===== src/rtl/sysid_check_master.sv =====
// sysid_check_master: reads sysid ID and timestamp words over Avalon-MM and checks them; SYSID_CHECK_AUTOSTART_EN adds a post-reset auto launch
module sysid_check_master #(
    parameter logic [31:0] EXPECTED_ID    = 32'h0000_0000,
    parameter logic [31:0] EXPECTED_TS    = 32'h0000_0000,
    parameter int          READ_LATENCY   = 0,
    parameter int          TIMEOUT_CYCLES = 1023
) (
    input  logic        clock,
    input  logic        reset,
    input  logic        start,
    output logic        avm_address,
    output logic        avm_read,
    input  logic        avm_waitrequest,
    input  logic [31:0] avm_readdata,
    output logic        busy,
    output logic        done,
    output logic        id_ok,
    output logic        ts_ok,
    output logic        timeout,
    output logic [31:0] id_value,
    output logic [31:0] ts_value
);
    typedef enum logic [2:0] {IDLE, REQ_ID, LAT_ID, REQ_TS, LAT_TS, FIN} state_t;
    localparam logic [1:0]  LAT_LAST   = 2'(READ_LATENCY == 0 ? 0 : READ_LATENCY - 1);
    localparam logic [15:0] STALL_LAST = 16'(TIMEOUT_CYCLES - 1);
    state_t      state, state_nx;
    logic [15:0] stall_cnt;
    logic [1:0]  lat_cnt;
    logic        go, req, lat, accept, stall_hit, lat_done, take_id, take_ts;
`ifdef SYSID_CHECK_AUTOSTART_EN
    logic armed;
    // One-shot that behaves like a start pulse on the first edge after reset
    always_ff @(posedge clock or posedge reset)
        if (reset) armed <= 1'b1;
        else       armed <= 1'b0;
    assign go = start | armed;
`else
    assign go = start;
`endif
    assign req       = state == REQ_ID || state == REQ_TS;
    assign lat       = state == LAT_ID || state == LAT_TS;
    assign accept    = req && !avm_waitrequest;
    assign stall_hit = req && avm_waitrequest && stall_cnt == STALL_LAST;
    assign lat_done  = lat && lat_cnt == LAT_LAST;
    assign take_id   = READ_LATENCY == 0 ? state == REQ_ID && accept : state == LAT_ID && lat_done;
    assign take_ts   = READ_LATENCY == 0 ? state == REQ_TS && accept : state == LAT_TS && lat_done;
    // State register
    always_ff @(posedge clock or posedge reset)
        if (reset) state <= IDLE;
        else       state <= state_nx;
    // Next state: a stall timeout abandons the rest of the sequence
    always_comb begin
        state_nx = state;
        case (state)
            IDLE:    if (go) state_nx = REQ_ID;
            REQ_ID:  if (stall_hit) state_nx = FIN;
                     else if (accept) state_nx = READ_LATENCY == 0 ? REQ_TS : LAT_ID;
            LAT_ID:  if (lat_done) state_nx = REQ_TS;
            REQ_TS:  if (stall_hit) state_nx = FIN;
                     else if (accept) state_nx = READ_LATENCY == 0 ? FIN : LAT_TS;
            LAT_TS:  if (lat_done) state_nx = FIN;
            default: state_nx = IDLE;
        endcase
    end
    // Bus and handshake outputs decoded from state only
    always_comb begin
        avm_read    = req;
        avm_address = state == REQ_TS;
        done        = state == FIN;
    end
    // Counters, status flags and captured words
    always_ff @(posedge clock or posedge reset)
        if (reset) begin
            stall_cnt <= 16'd0;
            lat_cnt   <= 2'd0;
            busy      <= 1'b0;
            id_ok     <= 1'b0;
            ts_ok     <= 1'b0;
            timeout   <= 1'b0;
            id_value  <= 32'd0;
            ts_value  <= 32'd0;
        end else begin
            stall_cnt <= (req && avm_waitrequest && !stall_hit) ? stall_cnt + 16'd1 : 16'd0;
            lat_cnt   <= (lat && !lat_done) ? lat_cnt + 2'd1 : 2'd0;
            if (state == IDLE && go) begin
                busy    <= 1'b1;
                id_ok   <= 1'b0;
                ts_ok   <= 1'b0;
                timeout <= 1'b0;
            end
            if (state == FIN) busy <= 1'b0;
            if (stall_hit) timeout <= 1'b1;
            if (take_id) begin
                id_value <= avm_readdata;
                id_ok    <= avm_readdata == EXPECTED_ID;
            end
            if (take_ts) begin
                ts_value <= avm_readdata;
                ts_ok    <= avm_readdata == EXPECTED_TS;
            end
        end
endmodule


===== config.mk =====
export PLATFORM = sky130hd
export DESIGN_NAME = sysid_check_master
export DESIGN_NICKNAME = d
export VERILOG_FILES = /design/src/rtl/sysid_check_master.sv
export SDC_FILE = /design/constraint.sdc
export NUM_CORES = 1
export LEC_CHECK = 0
export BUFFER_PORTS_ARGS = -buffer_cell sky130_fd_sc_hd__buf_2
export CAP_MARGIN = 40
export CORE_MARGIN = 3
export CORE_UTILIZATION = 51
export CTS_CLUSTER_DIAMETER = 120
export DETAILED_ROUTE_END_ITERATION = 8
export GPL_TIMING_DRIVEN = 0
export PLACE_DENSITY_LB_ADDON = 0.3
export SETUP_SLACK_MARGIN = 0.1
export SKIP_CTS_REPAIR_TIMING = 1
export SLEW_MARGIN = 25
export SYNTH_ARGS = -nofsm -noshare
export SYNTH_HDL_FRONTEND = slang
export SYNTH_SLANG_ARGS = --single-unit

===== constraint.sdc =====
create_clock -name clock -period 3.1 [get_ports clock]
set_clock_uncertainty 0.05 [all_clocks]
set_input_delay 0.31 -clock clock [delete_from_list [all_inputs] [get_ports clock]]
set_output_delay 0.31 -clock clock [all_outputs]
set_load 0.05 [all_outputs]

# == Word-level counts from Yosys, hierarchy flattened ==
# Cells that the tools add are included.
# word_totals
register_bits,89
input_bits,36
output_inout_bits,71
wordCells,60
# op_classes
add_sub_neg,2
eq_ne,11
muxes,16
reduce_logical,22
# op_table
cell,count
32-bit logical NOT,1
3-bit two-way mux,7
"16-bit by 1-bit adder with 16-bit output, second input constant",1
"16-bit by 10-bit == test with 1-bit output, second input constant",1
16-bit two-way mux,1
3-bit one-hot mux with 5 select lines,1
1-bit logical AND,9
2-bit nonzero test,4
"3-bit by 2-bit == test with 1-bit output, second input constant",2
"3-bit == test, second input constant",2
1-bit two-way mux,6
"2-bit != test, second input constant",3
5-bit AND reduction,1
"3-bit by 1-bit == test with 1-bit output, second input constant",1
1-bit logical NOT,3
3-bit logical NOT,1
"3-bit by 1-bit != test with 1-bit output, second input constant",1
"3-bit != test, second input constant",1
"2-bit by 1-bit adder with 2-bit output, second input constant",1
2-bit logical NOT,1
1-bit logical OR,2
2-bit two-way mux,1

# == Longest topological paths before layout ==
# logic_depth
depth_word,7
ltp_mapped,7

# == Least setup slack after synthesis ==
# OpenSTA, ideal clock, no wires.
# synth_path
path_kind,register -> register
from,register state[2]
to,register stall_cnt[10]
setup_ns,0.071
t_arrival_ns,1.578
path_slack_ns,1.400
path_stages_with_launch,7
synth_period_minus_slack_ns,1.700
path_cell_list,dfrtp_1 > buf_2 > nand2b_4 > inv_1 > nand3_1 > buf_2 > nor2_1
# synth_via
elab_chain_len,7
word_cells_on_any_way,8
classes_between,eq/ne: 2; mux: 1; reduce/logical: 5
# synth_lines
item,line,text
start: declaration,26,"state_t state, state_nx;"
start signal: assignment,50,else state <= state_nx;
3-bit by 1-bit == test with 1-bit output / 3-bit by 2-bit == test with 1-bit output (equally long branches),40,assign req = state == REQ_ID || state == REQ_TS;
1-bit logical OR (*),40,
net avm_read,12,"output logic avm_read,"
1-bit logical AND (*),"43, 83",
1-bit logical AND,43,assign stall_hit = req && avm_waitrequest && stall_cnt == STALL_LAST;
1-bit logical NOT,83,stall_cnt <= (req && avm_waitrequest && !stall_hit) ? stall_cnt + 16'd1 : 16'd0;
1-bit logical AND (*),83,
16-bit two-way mux (*),83,
end signal: assignment,83,
end: declaration,27,logic [15:0] stall_cnt;
# The timed path passes the listed nets; every way through them passes the cells marked *.
# A chain may end at the register's enable or synchronous reset.

# == Worst setup path in the final report ==
# layout_path
from,register stall_cnt[0]
to,register stall_cnt[7]
# layout_via
elab_chain_len,5
word_cells_on_any_way,6
classes_between,add/sub: 1; eq/ne: 1; mux: 1; reduce/logical: 3
# layout_lines
item,line
"parallel branches: the longest is 4 deep, another holds 16-bit by 1-bit adder with 16-bit output",--
16-bit two-way mux (*),83
# Mark *: on every way between the ends.

==> key figures <==
Logic synthesis
  • Syn Area/Cell: about 14 um^2
  • Synth Flop Type: dfrtp_1
  • YS warnings: 0
  • Post-synth net total: 312
  • Yosys reg bits: 89
  • Synth Instances: around 270
  • Area share of the largest cell type after synthesis: 0.6001
  • Distinct cells, synth: 31
  • Post-synth EDFFs: 0
  • Most instantiated cells after synthesis: dfrtp_1 (89), mux2_2 (62), nor2_1 (24), nor4_1 (12), inv_1 (10)
  • Post-Synthesis Cell Area: approximately 3700 um^2
  • Dominant cell by count in the synthesized netlist: dfrtp_1
  • Post-synth top area cell: dfrtp_1
  • Post-synthesis async set-or-reset flop share: 1.000
  • Seq/Total Area, Yosys: 0.6001
  • Largest cells by area after synthesis: dfrtp_1 (60%), mux2_2 (19%), nor2_1 (2.4%)

Floorplan
  • Cell Rows: 30
  • Placeable Area: around 6900 um^2
  • Die height: 91.30 um
  • DIE AREA: about 8300 um^2
  • Starting Density: 0.5373
  • Boundary pin count: about 110
  • Die W: a little over 90 um

Hold path
  • WHS Path Cells: 2
  • Min-delay worst type: in2reg
  • Hold wc startpoint: avm_readdata[20]
  • Hold EP: ts_value[20]

GRT
  • Number of global-route vias before repair: 2533
  • Total track usage: 0.1863
  • Pin count of the biggest net entering global routing: 32
  • Antenna violations before repair: 0
  • Total gr overflow: 0
  • First-pass GRT wire length: 12220 um

Finish
  • Layout cells sized above 1: 0.4975
  • Diode count: 0
  • Filler Cell Count: ~580
  • Layout Nets: 432
  • Final core occ: 0.6654
  • Area grow syn2layout: 23.84%
  • Final cell count without fillers: ~490

Drt
  • Overall routed net length: 7489 um
  • Avg WL per Cell: 15.16 um
  • Total number of vias: between 2000 and 3000
  • DRC viols: 0
  • DRT antenna net count: 0
  • Iter 0 DRT Violations: between 60 and 70
  • Via/cell ratio: roughly 5.2
  • Drt pass-1 iters: 4

Critical path
  • WP data arrival: 2.15 ns
  • CP max FO: 10
  • Crit path kind: reg2reg
  • R2R Setup Slk: around 1.1 ns
  • Element type at the critical path end: flop
  • Required @ worst endpoint: between 3 and 4 ns
  • Reg2reg start: stall_cnt[0]
  • Crit start category: flop
  • Reg2Reg Depth: 7
  • FF-to-FF End: stall_cnt[7]
  • Crit-path cells: inv_1 > ha_1 > nor4b_1 > nand4_1 > nand3_1 > buf_2 > nor2_1
  • Critical Path Slowest Stage Cell: dfrtp_1
  • CP peak stage delay: 0.44 ns

Placed design
  • Post-DP HPWL: ~5700 um
  • Port bufs: 106
  • Placed Cells: approximately 480
  • GP Congestion: approximately 0.83

Clock tree
  • Clk sink count: 89
  • Worst-Skew Late Latency: ~0.35 ns
  • CTS clk-pin slew, worst paths: around 0.09 ns
  • CTS max path bufs: 2
  • Inserted Clock Buffers: 9
  • TritonCTS clock tree: done
  • H-tree depth: 3
  • Root buf cell: clkbuf_8

STA
  • Crit share post-route: 0.6358
  • Relative slew margins: 0.6412
  • Max-slew violations: 0
  • Final Critical Period: ~2.0 ns
  • Final setup fails: 0
  • Fmax: a little over 500 MHz
  • Hold Vio Cnt, Final: 0
  • RSZ-0062 raised after global routing: false
  • Total negative slack: 0 ns
  • Worst slew pin tran: ~0.54 ns

Flow run
  • Max_cap viols: 0

Run status
  • Outcome: finished, final reports clean
## cells in the final DEF, fill, tap and decap left out, types with 3 or more instances in the layout
cell,count
buf_2,108
clkinvlp_4,3
nor4_1,12
buf_6,6
ha_1,3
nand3_1,6
inv_1,9
nor2_1,24
nor3_1,4
xnor2_1,9
nand4_1,9
xor2_1,6
dfrtp_1,89
a21o_1,3
mux2_2,62
nand2_1,8
clkbuf_8,10
## flip-flops by register name, summed over array words and instances, names as in the netlist
signal	flops
id_value	32
ts_value	32
stall_cnt	16
state	3
lat_cnt	2
busy	1
id_ok	1
timeout	1
ts_ok	1
## cell families (layout without fill, tap and decap cells)
kind of cell               after synthesis  after routing  synth area share
xor gates and xnor gates                15             15           0.03540
and+or+nand+nor                         73             73            0.1086
muxes                                   64             64            0.1942
AOI/OAI and AO/OA                       10             10           0.01854
buffers and inverters                   19            144           0.03304
adders and majority gates                3              3           0.01012
DFF                                     89             89            0.6001
## per-layer routing
| metal | vias up | share of wire | global-route usage |
|---|---|---|---|
| met5 | - | 0 | 0 |
| met4 | 0 | 0.012 | 0.05528 |
| met3 | 11 | 0.064 | 0.05800 |
| met2 | 78 | 0.49 | 0.3035 |
| met1 | 1283 | 0.44 | 0.2400 |
| li1 | 1205 | - | - |
## how the worst max path moves through the flow
stage / cells after the start / from / to / slack [ns]
6_report: 7 / stall_cnt[0] / stall_cnt[7] / 1.13
5_1_grt: 7 / stall_cnt[0] / stall_cnt[7] / 0.96
4_1_cts: 7 / stall_cnt[0] / stall_cnt[7] / 1.12
3_5_place_dp: 5 / state[2] / ts_value[21] / 1.15
3_3_place_gp: 2 / reset / ts_value[17] / -0.47
2_1_floorplan: 1 / reset / busy / 0.43
## critical path, delay by kind of cell, from the launching register on
kind / cells / cell delay, ns
adder cells (fa/ha/maj): 1 / 0.14
flip-flops: 1 / 0.44
buffers and inverters: 2 / 0.37
AND/OR/NAND/NOR: 4 / 0.88
## stage by stage
stage          setup slack [ns]  hold WS (ns)  area, um^2
3_5_place_dp              1.149        0.2748        4404
3_3_place_gp            -0.4692        0.3626        4362
6_report                  1.129        0.1573        4596
4_1_cts                   1.125       -0.1093        4586
2_1_floorplan            0.4331        0.3517        3711
5_1_grt                  0.9602        0.1354        4596
## final cells by class
cell class / instances / area, um^2 / share of cell area
Timing Repair Buffer: 109 / 580.6 / 0.1263
Tap cell: 96 / 120.1 / 0.02614
Clock buffer: 11 / 141.4 / 0.03077
Clock inverter: 5 / 40.04 / 0.008712
Multi-Input combinational cell: 165 / 1361 / 0.2962
Buffer: 9 / 85.08 / 0.01851
Inverter: 10 / 40.04 / 0.008712
Sequential cell: 89 / 2227 / 0.4846
Power is not shown: default switching activity piles up to over one toggle a cycle in this logic, so the estimate is an artifact.
